[config.mk]
export PLATFORM = sky130hd
export DESIGN_NAME = vec_window_proc_flat
export DESIGN_NICKNAME = d
export VERILOG_FILES = /design/src/rtl/vec_window_proc_if.sv /design/src/rtl/vec_window_proc.sv /design/src/flat_wrapper.sv
export SDC_FILE = /design/constraint.sdc
export NUM_CORES = 1
export LEC_CHECK = 0
export BUFFER_PORTS_ARGS = -buffer_cell sky130_fd_sc_hd__buf_4
export CAP_MARGIN = 15
export CORE_UTILIZATION = 60
export CTS_CLUSTER_SIZE = 40
export DETAILED_ROUTE_END_ITERATION = 12
export PLACE_DENSITY_LB_ADDON = 0.05
export SLEW_MARGIN = 20
export SYNTH_ARGS = -nofsm -noshare
export SYNTH_HDL_FRONTEND = slang
export SYNTH_SLANG_ARGS = --single-unit
[constraint.sdc]
create_clock -name clk -period 19.6 [get_ports clk]
set_input_delay 0.98 -clock clk [delete_from_list [all_inputs] [get_ports clk]]
set_output_delay 0.98 -clock clk [all_outputs]
set_load 0.01 [all_outputs]
[src/rtl/vec_window_proc_if.sv]
// Streaming bus for vec_window_proc.
//
// Handshake rules (both directions): a transfer happens on a rising clk edge
// where valid and ready are both 1. A source holding valid must keep its data
// stable until the transfer. Ready may depend combinationally on the other
// side's signals.
//
// Signals:
//   in_valid  - source offers next_in/mode
//   in_ready  - processor can accept a sample this cycle
//   next_in   - unsigned WIDTH-bit sample
//   mode      - reduction select: 00 sum, 01 max, 10 min, 11 xor
//   out_valid - f holds a result
//   out_ready - consumer takes f this cycle
//   f         - unsigned ACC_W-bit result
//
// Modports: master = sample source / result consumer side, slave = processor.
interface vec_window_proc_if #(
    parameter int WIDTH = 8,
    parameter int DEPTH = 10
);
    localparam int ACC_W = WIDTH + $clog2(DEPTH);

    logic             in_valid;
    logic             in_ready;
    logic [WIDTH-1:0] next_in;
    logic [1:0]       mode;
    logic             out_valid;
    logic             out_ready;
    logic [ACC_W-1:0] f;

    modport master (
        output in_valid, next_in, mode, out_ready,
        input  in_ready, out_valid, f
    );

    modport slave (
        input  in_valid, next_in, mode, out_ready,
        output in_ready, out_valid, f
    );
endinterface

[src/rtl/vec_window_proc.sv]
// vec_window_proc: sliding-window vector processor.
//
// Shifts WIDTH-bit samples into a DEPTH-entry window. Once the window is
// full, every accepted sample yields one reduction (sum/max/min/xor) over the
// post-shift window, registered with a latency of one cycle into a 1-deep
// output register.
//
// Ports:
//   clk      - clock, rising edge
//   reset    - asynchronous, active-low reset
//   clear    - synchronous flush of window and output (beats accept/out_ready)
//   bus      - vec_window_proc_if.slave (in_valid/in_ready/next_in/mode,
//              out_valid/out_ready/f)
//   fill_cnt - valid samples in the window, saturates at DEPTH
//   taps     - only with VWP_DEBUG_TAPS_EN: live window, tap k at
//              [k*WIDTH +: WIDTH], tap 0 is the newest sample
//
// Configuration macro: VWP_DEBUG_TAPS_EN adds the taps debug port.
// Function and timing are identical with or without it.
module vec_window_proc #(
    parameter int WIDTH = 8,
    parameter int DEPTH = 10
) (
    input  logic                         clk,
    input  logic                         reset,
    input  logic                         clear,
    vec_window_proc_if.slave             bus,
`ifdef VWP_DEBUG_TAPS_EN
    output logic [$clog2(DEPTH+1)-1:0]   fill_cnt,
    output logic [DEPTH*WIDTH-1:0]       taps
`else
    output logic [$clog2(DEPTH+1)-1:0]   fill_cnt
`endif
);

    localparam int ACC_W = WIDTH + $clog2(DEPTH);
    localparam int CNT_W = $clog2(DEPTH + 1);
    localparam logic [CNT_W-1:0] FULL_CNT = CNT_W'(DEPTH);
    localparam logic [CNT_W-1:0] LAST_CNT = CNT_W'(DEPTH - 1);

    logic [WIDTH-1:0] win_q    [DEPTH];
    logic [WIDTH-1:0] win_next [DEPTH];
    logic [CNT_W-1:0] fill_q;
    logic             out_valid_q;
    logic [ACC_W-1:0] f_q;

    logic             accept;
    logic             produce;

    logic [ACC_W-1:0] red_sum;
    logic [WIDTH-1:0] red_max;
    logic [WIDTH-1:0] red_min;
    logic [WIDTH-1:0] red_xor;
    logic [ACC_W-1:0] result;

    // The output register is 1 deep; a full register can still take a new
    // result in the same cycle the consumer drains it.
    assign bus.in_ready  = !out_valid_q || bus.out_ready;
    assign accept        = bus.in_valid && bus.in_ready;
    // This accept fills (or keeps full) the window, so it yields a result.
    assign produce       = accept && (fill_q >= LAST_CNT);

    assign bus.out_valid = out_valid_q;
    assign bus.f         = f_q;
    assign fill_cnt      = fill_q;

    // Post-shift window: the reduction is taken over what the window holds
    // after this sample goes in.
    always_comb begin
        win_next[0] = bus.next_in;
        for (int k = 1; k < DEPTH; k++) begin
            win_next[k] = win_q[k-1];
        end
    end

    always_comb begin
        red_sum = '0;
        red_max = win_next[0];
        red_min = win_next[0];
        red_xor = '0;
        for (int k = 0; k < DEPTH; k++) begin
            red_sum = red_sum + ACC_W'(win_next[k]);
            red_xor = red_xor ^ win_next[k];
            if (win_next[k] > red_max) red_max = win_next[k];
            if (win_next[k] < red_min) red_min = win_next[k];
        end
    end

    always_comb begin
        result = '0;
        case (bus.mode)
            2'b00:   result = red_sum;
            2'b01:   result = ACC_W'(red_max);
            2'b10:   result = ACC_W'(red_min);
            default: result = ACC_W'(red_xor);
        endcase
    end

    always_ff @(posedge clk or negedge reset) begin
        if (!reset) begin
            for (int k = 0; k < DEPTH; k++) begin
                win_q[k] <= '0;
            end
            fill_q      <= '0;
            out_valid_q <= 1'b0;
            f_q         <= '0;
        end else if (clear) begin
            for (int k = 0; k < DEPTH; k++) begin
                win_q[k] <= '0;
            end
            fill_q      <= '0;
            out_valid_q <= 1'b0;
            f_q         <= '0;
        end else begin
            if (accept) begin
                for (int k = 0; k < DEPTH; k++) begin
                    win_q[k] <= win_next[k];
                end
                if (fill_q != FULL_CNT) fill_q <= fill_q + 1'b1;
            end
            if (produce) begin
                f_q         <= result;
                out_valid_q <= 1'b1;
            end else if (bus.out_ready) begin
                // Drained with nothing new: f keeps its last value.
                out_valid_q <= 1'b0;
            end
        end
    end

`ifdef VWP_DEBUG_TAPS_EN
    always_comb begin
        taps = '0;
        for (int k = 0; k < DEPTH; k++) begin
            taps[k*WIDTH +: WIDTH] = win_q[k];
        end
    end
`endif

endmodule

[src/flat_wrapper.sv]
// flat-port wrapper written by rule: the top's interface ports become plain ports
module vec_window_proc_flat 
#(
    parameter int WIDTH = 8,
    parameter int DEPTH = 10
)
  (clk, reset, clear, fill_cnt, bus_in_valid, bus_next_in, bus_mode, bus_out_ready, bus_in_ready, bus_out_valid, bus_f);
  vec_window_proc_if #(.WIDTH(WIDTH), .DEPTH(DEPTH)) bus_i ();
  input  logic clk;
  input  logic reset;
  input  logic clear;
  output logic [$clog2(DEPTH+1)-1:0] fill_cnt;
  input wire logic [$bits(bus_i.in_valid)-1:0] bus_in_valid;
  input wire logic [$bits(bus_i.next_in)-1:0] bus_next_in;
  input wire logic [$bits(bus_i.mode)-1:0] bus_mode;
  input wire logic [$bits(bus_i.out_ready)-1:0] bus_out_ready;
  output wire logic [$bits(bus_i.in_ready)-1:0] bus_in_ready;
  output wire logic [$bits(bus_i.out_valid)-1:0] bus_out_valid;
  output wire logic [$bits(bus_i.f)-1:0] bus_f;
  assign bus_i.in_valid = bus_in_valid;
  assign bus_i.next_in = bus_next_in;
  assign bus_i.mode = bus_mode;
  assign bus_i.out_ready = bus_out_ready;
  assign bus_in_ready = bus_i.in_ready;
  assign bus_out_valid = bus_i.out_valid;
  assign bus_f = bus_i.f;
  vec_window_proc #(.WIDTH(WIDTH), .DEPTH(DEPTH)) u_core (.clk(clk), .reset(reset), .clear(clear), .bus(bus_i), .fill_cnt(fill_cnt));
endmodule
; ---- Yosys cells after proc, flatten, opt, wreduce, memory -nomap -nowiden
; Index checks and enable logic that the tools add are counted.
[word_totals]
register_bits = 89
input_bits = 15
output_inout_bits = 18
word_cells = 92
[op_classes]
addsub = 10
order_cmp = 19
n_eq_ne = 3
n_mux = 29
bitwise = 9
reduce_logical = 10
[op_table]
columns = cell, count
row1 = 80-bit 2-to-1 mux, 2
row2 = 8-bit 2-to-1 mux, 18
row3 = 12-bit by 8-bit adder with 12-bit output, 8
row4 = 8-bit greater-than comparator, 9
row5 = 8-bit less-than comparator, 9
row6 = 8-bit XOR, 9
row7 = 12-bit one-hot mux with 3 select lines, 1
row8 = 12-bit 2-to-1 mux, 2
row9 = 4-bit 2-to-1 mux, 3
row10 = 8-bit by 8-bit adder with 9-bit output, 1
row11 = 2-bit nonzero test, 3
row12 = "4-bit by 1-bit adder with 4-bit output, second input constant", 1
row13 = "4-bit greater-or-equal comparator, second input constant", 1
row14 = "4-bit inequality test, second input constant", 1
row15 = 1-bit 2-to-1 mux, 3
row16 = 3-bit nonzero test, 1
row17 = "2-bit by 1-bit == test with 1-bit output, second input constant", 1
row18 = "2-bit == test, second input constant", 1
row19 = 1-bit logical AND, 2
row20 = 2-bit logical NOT, 1
row21 = 2-bit AND reduction, 1
row22 = 1-bit logical NOT, 1
row23 = 1-bit logical OR, 1

; ---- Depth between registers and ports, before layout
; Gate-level depths: netlist of run 1.
[logic_depth]
word_depth = 21
ltp_mapped = 95
depth_no_buf = 90

; ---- Worst setup path after synthesis of run 1
; OpenSTA, ideal clock, no wires.
[synth_path]
path_kind = in2reg
start = input bus_next_in[1]
end = register u_core.f_q[7], in the netlist u_core.bus.f[7]
setup_ns = 0.126
t_arrival_ns = 16.323
t_required_ns = 19.474
path_slack_ns = 3.151
path_stages = 88
n_path_buf = 4
path_cell_list = inv_1 > ha_1 > and2b_1 > o211ai_1 > a211oi_2 > nor2_2 > mux2_2 > inv_1 > ha_1 > nand3_1 > nor2_1 > nand2_1 > nor4_1 > or2_1 > nor2_1 > o21ai_1 > mux2i_1 > ha_1 > (+52 left out) > a21oi_1 > o21ai_0 > o21ai_0 > buf_1 > mux2_2 > ha_1 > nor2b_1 > o21a_1 > o21ai_0 > nand2b_1 > a21oi_1 > nor2_1 > a211oi_1 > a21oi_1 > nand2b_1 > nor2_1 > a221o_1 > a221o_1
[synth_between]
elab_chain_len = 21
word_cells_on_any_way = 48
cone_classes = add/sub (9) / order compare (18) / mux (21)
[synth_rtl]
columns = item, line
row1 = "start, declared", flat_wrapper.sv:14  ; input wire logic [$bits(bus_i.next_in)-1:0] bus_next_in;
row2 = "parallel branches: the longest is 18 deep, another holds 12-bit by 8-bit adder with 12-bit output", n/a
row3 = 12-bit one-hot mux with 3 select lines *, vec_window_proc.sv:91  ; case (bus.mode)
row4 = 12-bit 2-to-1 mux *, vec_window_proc.sv:121  ; if (produce) begin
row5 = 12-bit 2-to-1 mux *, vec_window_proc.sv:107  ; end else if (clear) begin
row6 = "end signal, assigned", vec_window_proc.sv:122  ; f_q <= result;
row7 = "end, declared", vec_window_proc.sv:45  ; logic [ACC_W-1:0] f_q;
; Mark *: on every way between the ends. The select of a mux whose other input is x is not followed.
; A chain may end at the register's enable or synchronous reset.

; ---- Worst setup path after layout of run 1
[layout_path]
start = input bus_next_in[1]
end = register u_core.f_q[5], in the netlist u_core.bus.f[5]
; Same word-level chain as after synthesis.

==> impl_results.md, run 1 <==
- Status: complete, no violations
- # Post-CTS Setup Buffers: 0
- Post-Synthesis Net Count: 1594
- DR iter-0 viols: ~930
- CP Launch Type: input pin
- Total negative setup slack: 0 ps
- Number of synthesized register bits: 89
- Final instance area: 12200 µm²
- P_leak: 5.80 nW
- Post-route ant nets: 0
- Compound-Gate Fraction of Synth Area: between 10% and 20%
- Final Hold Viols: 0
- Max-slew violations: 0
- Hold crit path type: reg2reg
- CP arrival: 18450 ps
- Antenna diodes: 0
- Logic gate share of total power: 40.7%
- Clock share of power: 28.8%
- Syn_area_per_cell: about 8.3 µm²
- Fin crit period: between 15000 and 20000 ps
- First-pass GRT wire length: 52200 µm
- Post-synthesis mux area share: under 10%
- Fmax: 0.0550 GHz
- Synth Area in Adders: roughly a quarter
- Total iterations of the first detailed-routing run: 6
- Reg2Reg Setup Slack: ~1700 ps
- Yosys cell types: 85
- Fin util: 64.8%
- Worst r2r path cells: 85
- Die W: ~140 µm
- Seq/Total Area, Yosys: 19.4%
- Area grow syn2layout: 5.68%
- WS Path Type: in2reg
- Async SR Flop Fraction: 100%
- WP buf/inv: 8
- Largest stage delay, worst path: 520 ps
- Hold Crit Depth: 2
- Fin crit share: 92.7%
- Vias per inst: roughly 6.2
- CP max-delay cell: a2111oi_1
- Total gr overflow: 0
- CP Max Fanout: 11
- Worst Hold Launch: u_core.bus.f[11]
- Clock Latency Late Sink: ~360 ps
- CTS Root Cell: clkbuf_16
- Most used cell, CP: ha_1
- Hold EP: u_core.bus.f[11]
- Overall routing resource usage: 35.0%
- DIE HEIGHT: roughly 140 µm
- Worst Clk Skew: around 11 ps
- Number of global-route vias before repair: approximately 9600
- Cell Rows: 50
- CTS tree: built
- Worst hold slack: a little under 500 ps
- Post-Route WL: roughly 33000 µm
- Die area: approximately 20000 µm²
- Dpl hpwl: 25500 µm
- Cell Area, Placed: about 12000 µm²
- DRC violations left: 0
- # setup viols final: 0
- Worst r2r src: u_core.win_next[65]
- Clk slew on worst S/H paths: approximately 80 ps
- Largest net degree at the start of global routing: 80
- Slew HR: ~30%
- Post-route worst setup slack: between 1000 and 1500 ps
- Power, Total: between 600 and 700 µW
- Max-cap violations: 0
- Sw Pwr: approximately 250 µW
- Maximum vdd drop: ~0.000053 V
- Post-synth EDFFs: 0
- Crit path max-delay family: compound AO/OA/AOI/OAI gates
- Hold_buf cts: 0
- Main synth FF type: dfrtp_1
- Final Non-Filler Cells: around 1600
- P per Cell Area: slightly above 50 nW/µm²
- Synth Instances: between 1000 and 1500
- Nets: approximately 1600
- Htree depth: 3
- Post-Syn Area: 11500 µm²
- CP endpoint kind: flop
- Via count: ~10000
- Layout cells sized above 1: about 10%
- Simple-gate share of the synthesized area: 15.2%
- Register share of total power: a little under a third
- Core Area: 18800 µm²
- Yosys Warn Count: 0
- Clock buffer depth: 2
- Setup slack at placement: between 1000 and 1500 ps
- Req. time, crit path: between 15000 and 20000 ps
- Switching Fraction: between 30 and 40%
- Resized Gates After CTS: 0
- Routed WL per cell: 20.6 µm
- Number of top-level pins: 33
- RSZ-0062 raised after global routing: no
- Routability congestion estimate: between 0.9 and 1
- Cell internal pwr: between 300 and 400 µW
- Antenna violations before repair: 0
- Clock buffer count from CTS: 9
- CTS Sinks: around 90
- Initial Utilization: just over 60%
- Reg2reg end: u_core.bus.f[5]
- DP Cell Count: 1598
- Port buffer count: 32
- Largest family of logic cells by synthesized area: adder cells
- Xor and xnor area share after synthesis: between 6 and 7%
- Slew @ Worst Pin: around 1100 ps
-- worst min-delay path: cells and delay by family, from the launching register on --
family,cells,cell delay [ps]
AND/OR/NAND/NOR,1,50
AO/OA/AOI/OAI,1,60
flip-flops,1,350
-- cell type report --
type                       instances  area (µm²)
clock inverter                     7        70.1
sequential                        89        2230
tap                              234         293
inverter                         150         563
multi-input combinational       1088        8500
fill                            1637        6610
timing repair buffer              37         278
clock buffer                       9         225
-- how the worst max path moves through the flow --
stage          cells past startpoint               to           start
2_1_floorplan                     88  u_core.bus.f[7]  bus_next_in[1]
3_5_place_dp                      88  u_core.bus.f[5]  bus_next_in[1]
6_report                          87  u_core.bus.f[5]  bus_next_in[1]
3_3_place_gp                      87  u_core.bus.f[5]  bus_next_in[1]
5_1_grt                           88  u_core.bus.f[5]  bus_next_in[1]
4_1_cts                           88  u_core.bus.f[5]  bus_next_in[1]
-- cell usage in the layout, fill, tap and decap left out, types with 5 or more instances in the layout --
cell       synthesis  routed
a211oi_1           6       6
a21o_1            29      29
a21oi_1          140     138
a31oi_1            6       6
and2_1             8       7
and3_1             6       6
and4_1             6       6
buf_4              3      37
clkbuf_16          0       9
dfrtp_1           89      89
fa_1              56      56
ha_1             141     141
inv_1            150     150
maj3_1             5       5
mux2_2            53      53
mux2i_1           38      38
nand2_1          206     205
nand2b_1          10      10
nand3_1           20      20
nand4_1           10      10
nor2_1            76      76
nor2b_1           13      13
nor3_1             8       8
o21a_1             8       8
o21ai_0           50      50
o21bai_1           7       7
xnor2_1           73      73
xor2_1            12      12
-- power groups by stage --
stage	clock, mW	combinational, mW	sequential, mW
6_report	0.180	0.255	0.191
5_1_grt	0.190	0.281	0.192
4_1_cts	0.185	0.252	0.191
3_5_place_dp	0	0.250	0.195
3_3_place_gp	0	0.246	0.195
2_1_floorplan	0	0.194	0.192
-- cell usage after synthesis, types with 7 or more instances --
cell / count / area [µm²]
a21o_1: 29 / 218
a21oi_1: 140 / 701
and2_1: 8 / 50.1
buf_1: 7 / 26.3
clkbuf_1: 42 / 158
dfrtp_1: 89 / 2230
fa_1: 56 / 1120
ha_1: 141 / 1760
inv_1: 150 / 563
mux2_2: 53 / 597
mux2i_1: 38 / 380
nand2_1: 206 / 773
nand2b_1: 10 / 62.6
nand3_1: 20 / 100
nand4_1: 10 / 62.6
nor2_1: 76 / 285
nor2b_1: 13 / 81.3
nor3_1: 8 / 40.0
o21a_1: 8 / 60.1
o21ai_0: 50 / 250
o21bai_1: 7 / 52.6
xnor2_1: 73 / 639
xor2_1: 12 / 105
-- routing by layer --
layer	GRT usage, %	routed length [µm]	up-vias
met5	0	0	-
met4	12.4	1080	0
met3	5.44	2580	62
met2	56.3	15100	394
met1	47.9	14400	4815
li1	-	-	4711
-- sequential cells by signal, summed over array words and instances, names as in the netlist --
name and cells:
u_core.win_next 72, u_core.bus.f 12, u_core.fill_cnt 4, u_core.bus.out_valid 1
-- cells by family (layout without fill, tap and decap cells) --
group | Yosys count | in the layout
adder cells (fa/ha/maj) | 204 | 204
AO/OA/AOI/OAI | 318 | 318
multiplexers | 93 | 93
AND/OR/NAND/NOR | 388 | 388
buffers and inverters | 205 | 203
flip-flops | 89 | 89
XOR/XNOR | 85 | 85
Note: power is estimated with default switching activity, not from simulation.
==> run 2, diff against run 1 <==
- CORE_UTILIZATION: 60 -> 50
- PLACE_DENSITY: default -> 0.77
- PLACE_DENSITY_LB_ADDON: 0.05 -> default
==> run 2 against run 1 <==
Compared with the run above: setup slack worse by 31 ps; register-to-register slack is essentially flat; clock power is essentially flat; cell count rose by 3.2%; non-clock buffer count is the same; critical path depth fell by 1; critical endpoint is now u_core.bus.f[7]; largest cell class unchanged.
==> impl_results.md, run 2 (synthesis results as in run 1) <==
- Post-route worst setup slack: 1400 ps
- P_leak: around 5.8 nW
- CP Max Fanout: 11
- Clk slew on worst S/H paths: 80 ps
- FF+latch area: 2230 µm²
- Routed WL per cell: around 20 µm
- Crit. Startpoint: bus_next_in[1]
- Cell Rows: 55
- Antenna violations before repair: 0
- Final Non-Filler Cells: ~1700
- M2 GR Usage: ~47%
- Final Hold Viols: 0
- Largest net degree at the start of global routing: 80
- Port buffer count: 32
- Number of global-route vias before repair: 9921
- Max-slew violations: 0
- RSZ-0062 raised after global routing: no
- Htree depth: 3
- CP endpoint kind: flop
- Most frequent cells in the layout: 205 x nand2_1, 150 x inv_1, 141 x ha_1, 139 x a21oi_1, 89 x dfrtp_1
- Area grow syn2layout: 6.17%
- Die area: 23600 µm²
- Worst r2r src: u_core.win_next[65]
- Worst r2r path cells: between 80 and 90
- CTS tree: built
- Overall routing resource usage: around 29%
- CP Launch Type: input pin
- GRT met1 Usage: a little under two fifths
- Vias per inst: ~6
- Die W: around 150 µm
- P per Cell Area: 51.4 nW/µm²
- Initial Utilization: 51.0%
- Post-route ant nets: 0
- Core Area: approximately 23000 µm²
- Total iterations of the first detailed-routing run: 5
- Req. time, crit path: 19850 ps
- DP Cell Count: about 1600
- Slew HR: about 28%
- CP max-delay cell: a311o_1
- Largest stage delay, worst path: 470 ps
- # setup viols final: 0
- Nets: about 1600
- DRC violations left: 0
- Fin crit period: ~18000 ps
- Dpl hpwl: roughly 25000 µm
- DIE HEIGHT: ~150 µm
- Layout cells sized above 1: between 10% and 20%
- Clock buffer count from CTS: 9
- Total gr overflow: 0
- Number of top-level pins: 33
- Hold_buf cts: 0
- CP arrival: approximately 18000 ps
- CTS Sinks: 89
- Setup slack at placement: 858 ps
- Reg2Reg Setup Slack: 1710 ps
- Most common cell after layout, fill and taps aside: nand2_1
- Fmax: approximately 0.055 GHz
- DR iter-0 viols: slightly below 800
- Worst Hold Launch: u_core.bus.f[4]
- Status: complete, no violations
- Most used cell, CP: ha_1
- Met3 GRT Util: under 10%
- Combined area of the multi-input logic cells: around 8500 µm²
- Hold Crit Depth: 2
- Slew @ Worst Pin: about 1100 ps
- Worst Clk Skew: about 11 ps
- First-pass GRT wire length: approximately 53000 µm
- Fill cell count: just over 2000
- Clock Latency Late Sink: 360 ps
- WS Path Type: in2reg
- Busiest metal layer after global routing: met2
- CTS Root Cell: clkbuf_16
- Clock buffer depth: 2
- Post-Route WL: 32500 µm
- Antenna diodes: 0
- Routability congestion estimate: 0.972
- Maximum vdd drop: 0.0000432 V
- Total negative setup slack: 0 ps
- Hold crit path type: reg2reg
- Max reg flops: between 70 and 80
- Via count: between 9000 and 10000
- Max-cap violations: 0
- Fin crit share: between 90% and 100%
-- run 2: cell count changes in the layout (fill, tap and decap cells not counted) --
| cell | previous run | this run |
|---|---|---|
| inv_6 | 3 | 1 |
| a21oi_1 | 138 | 139 |
| a21oi_2 | 2 | 1 |
| clkbuf_8 | 0 | 1 |
| clkinv_2 | 0 | 1 |
| clkinv_4 | 1 | 2 |
| clkinv_8 | 1 | 0 |
| nor2_1 | 76 | 75 |
| nor2_2 | 3 | 4 |
-- run 2: worst max-delay path, delay by kind of cell --
| kind | cells | cell delay (ps) |
|---|---|---|
| compound gates | 40 | 8320 |
| fa+ha+maj | 9 | 2590 |
| buf+inv | 7 | 660 |
| mux | 7 | 2410 |
| simple gates | 23 | 3500 |
-- run 2: power breakdown --
group | total (mW) | switching, mW | internal, mW | leakage [nW]
logic | 0.257 | 0.152 | 0.105 | 4.42
registers | 0.191 | 0.00572 | 0.186 | 1.23
clock network | 0.180 | 0.0883 | 0.0913 | 0.141
-- run 2: final timing paths --
kind | endpoint
max in group asynchronous | u_core.win_next[41]
max | u_core.bus.f[7]
min reg2reg | u_core.bus.f[4]
max reg2reg | u_core.bus.f[7]
min | u_core.bus.f[4]
min in group asynchronous | u_core.fill_cnt[1]
-- run 2: repair_timing --
action / 4_1_cts / 5_1_grt
setup buffers: 0 / 0
endpoints found under the hold margin: 0 / 0
gates resized for setup: 0 / 3
setup endpoints to repair: 0 / 8
-- run 2: cell type report --
type / instances / area share, %
timing repair buffer: 37 / 2.27
clock inverter: 6 / 0.410
inverter: 150 / 4.61
multi-input combinational: 1088 / 69.6
tap: 285 / 2.92
sequential: 89 / 18.2
clock buffer: 10 / 1.96
-- run 2: layer usage --
metal,vias up,share of wire [%]
met1,4848,43
li1,4708,-
met3,78,5.6
met5,-,0
met2,328,47
met4,0,4.4
-- run 2: through the flow --
stage | power (mW) | cell area, µm² | hold WS [ps] | util [%]
after global placement | 0.440 | 11900 | 470 | 52.8
final | 0.628 | 12200 | 489 | 54.1
after CTS | 0.625 | 12200 | 490 | 54.1
after detailed placement | 0.446 | 11900 | 474 | 52.8
after floorplan | 0.387 | 11500 | 516 | -
after global routing | 0.664 | 12200 | 510 | 54.1
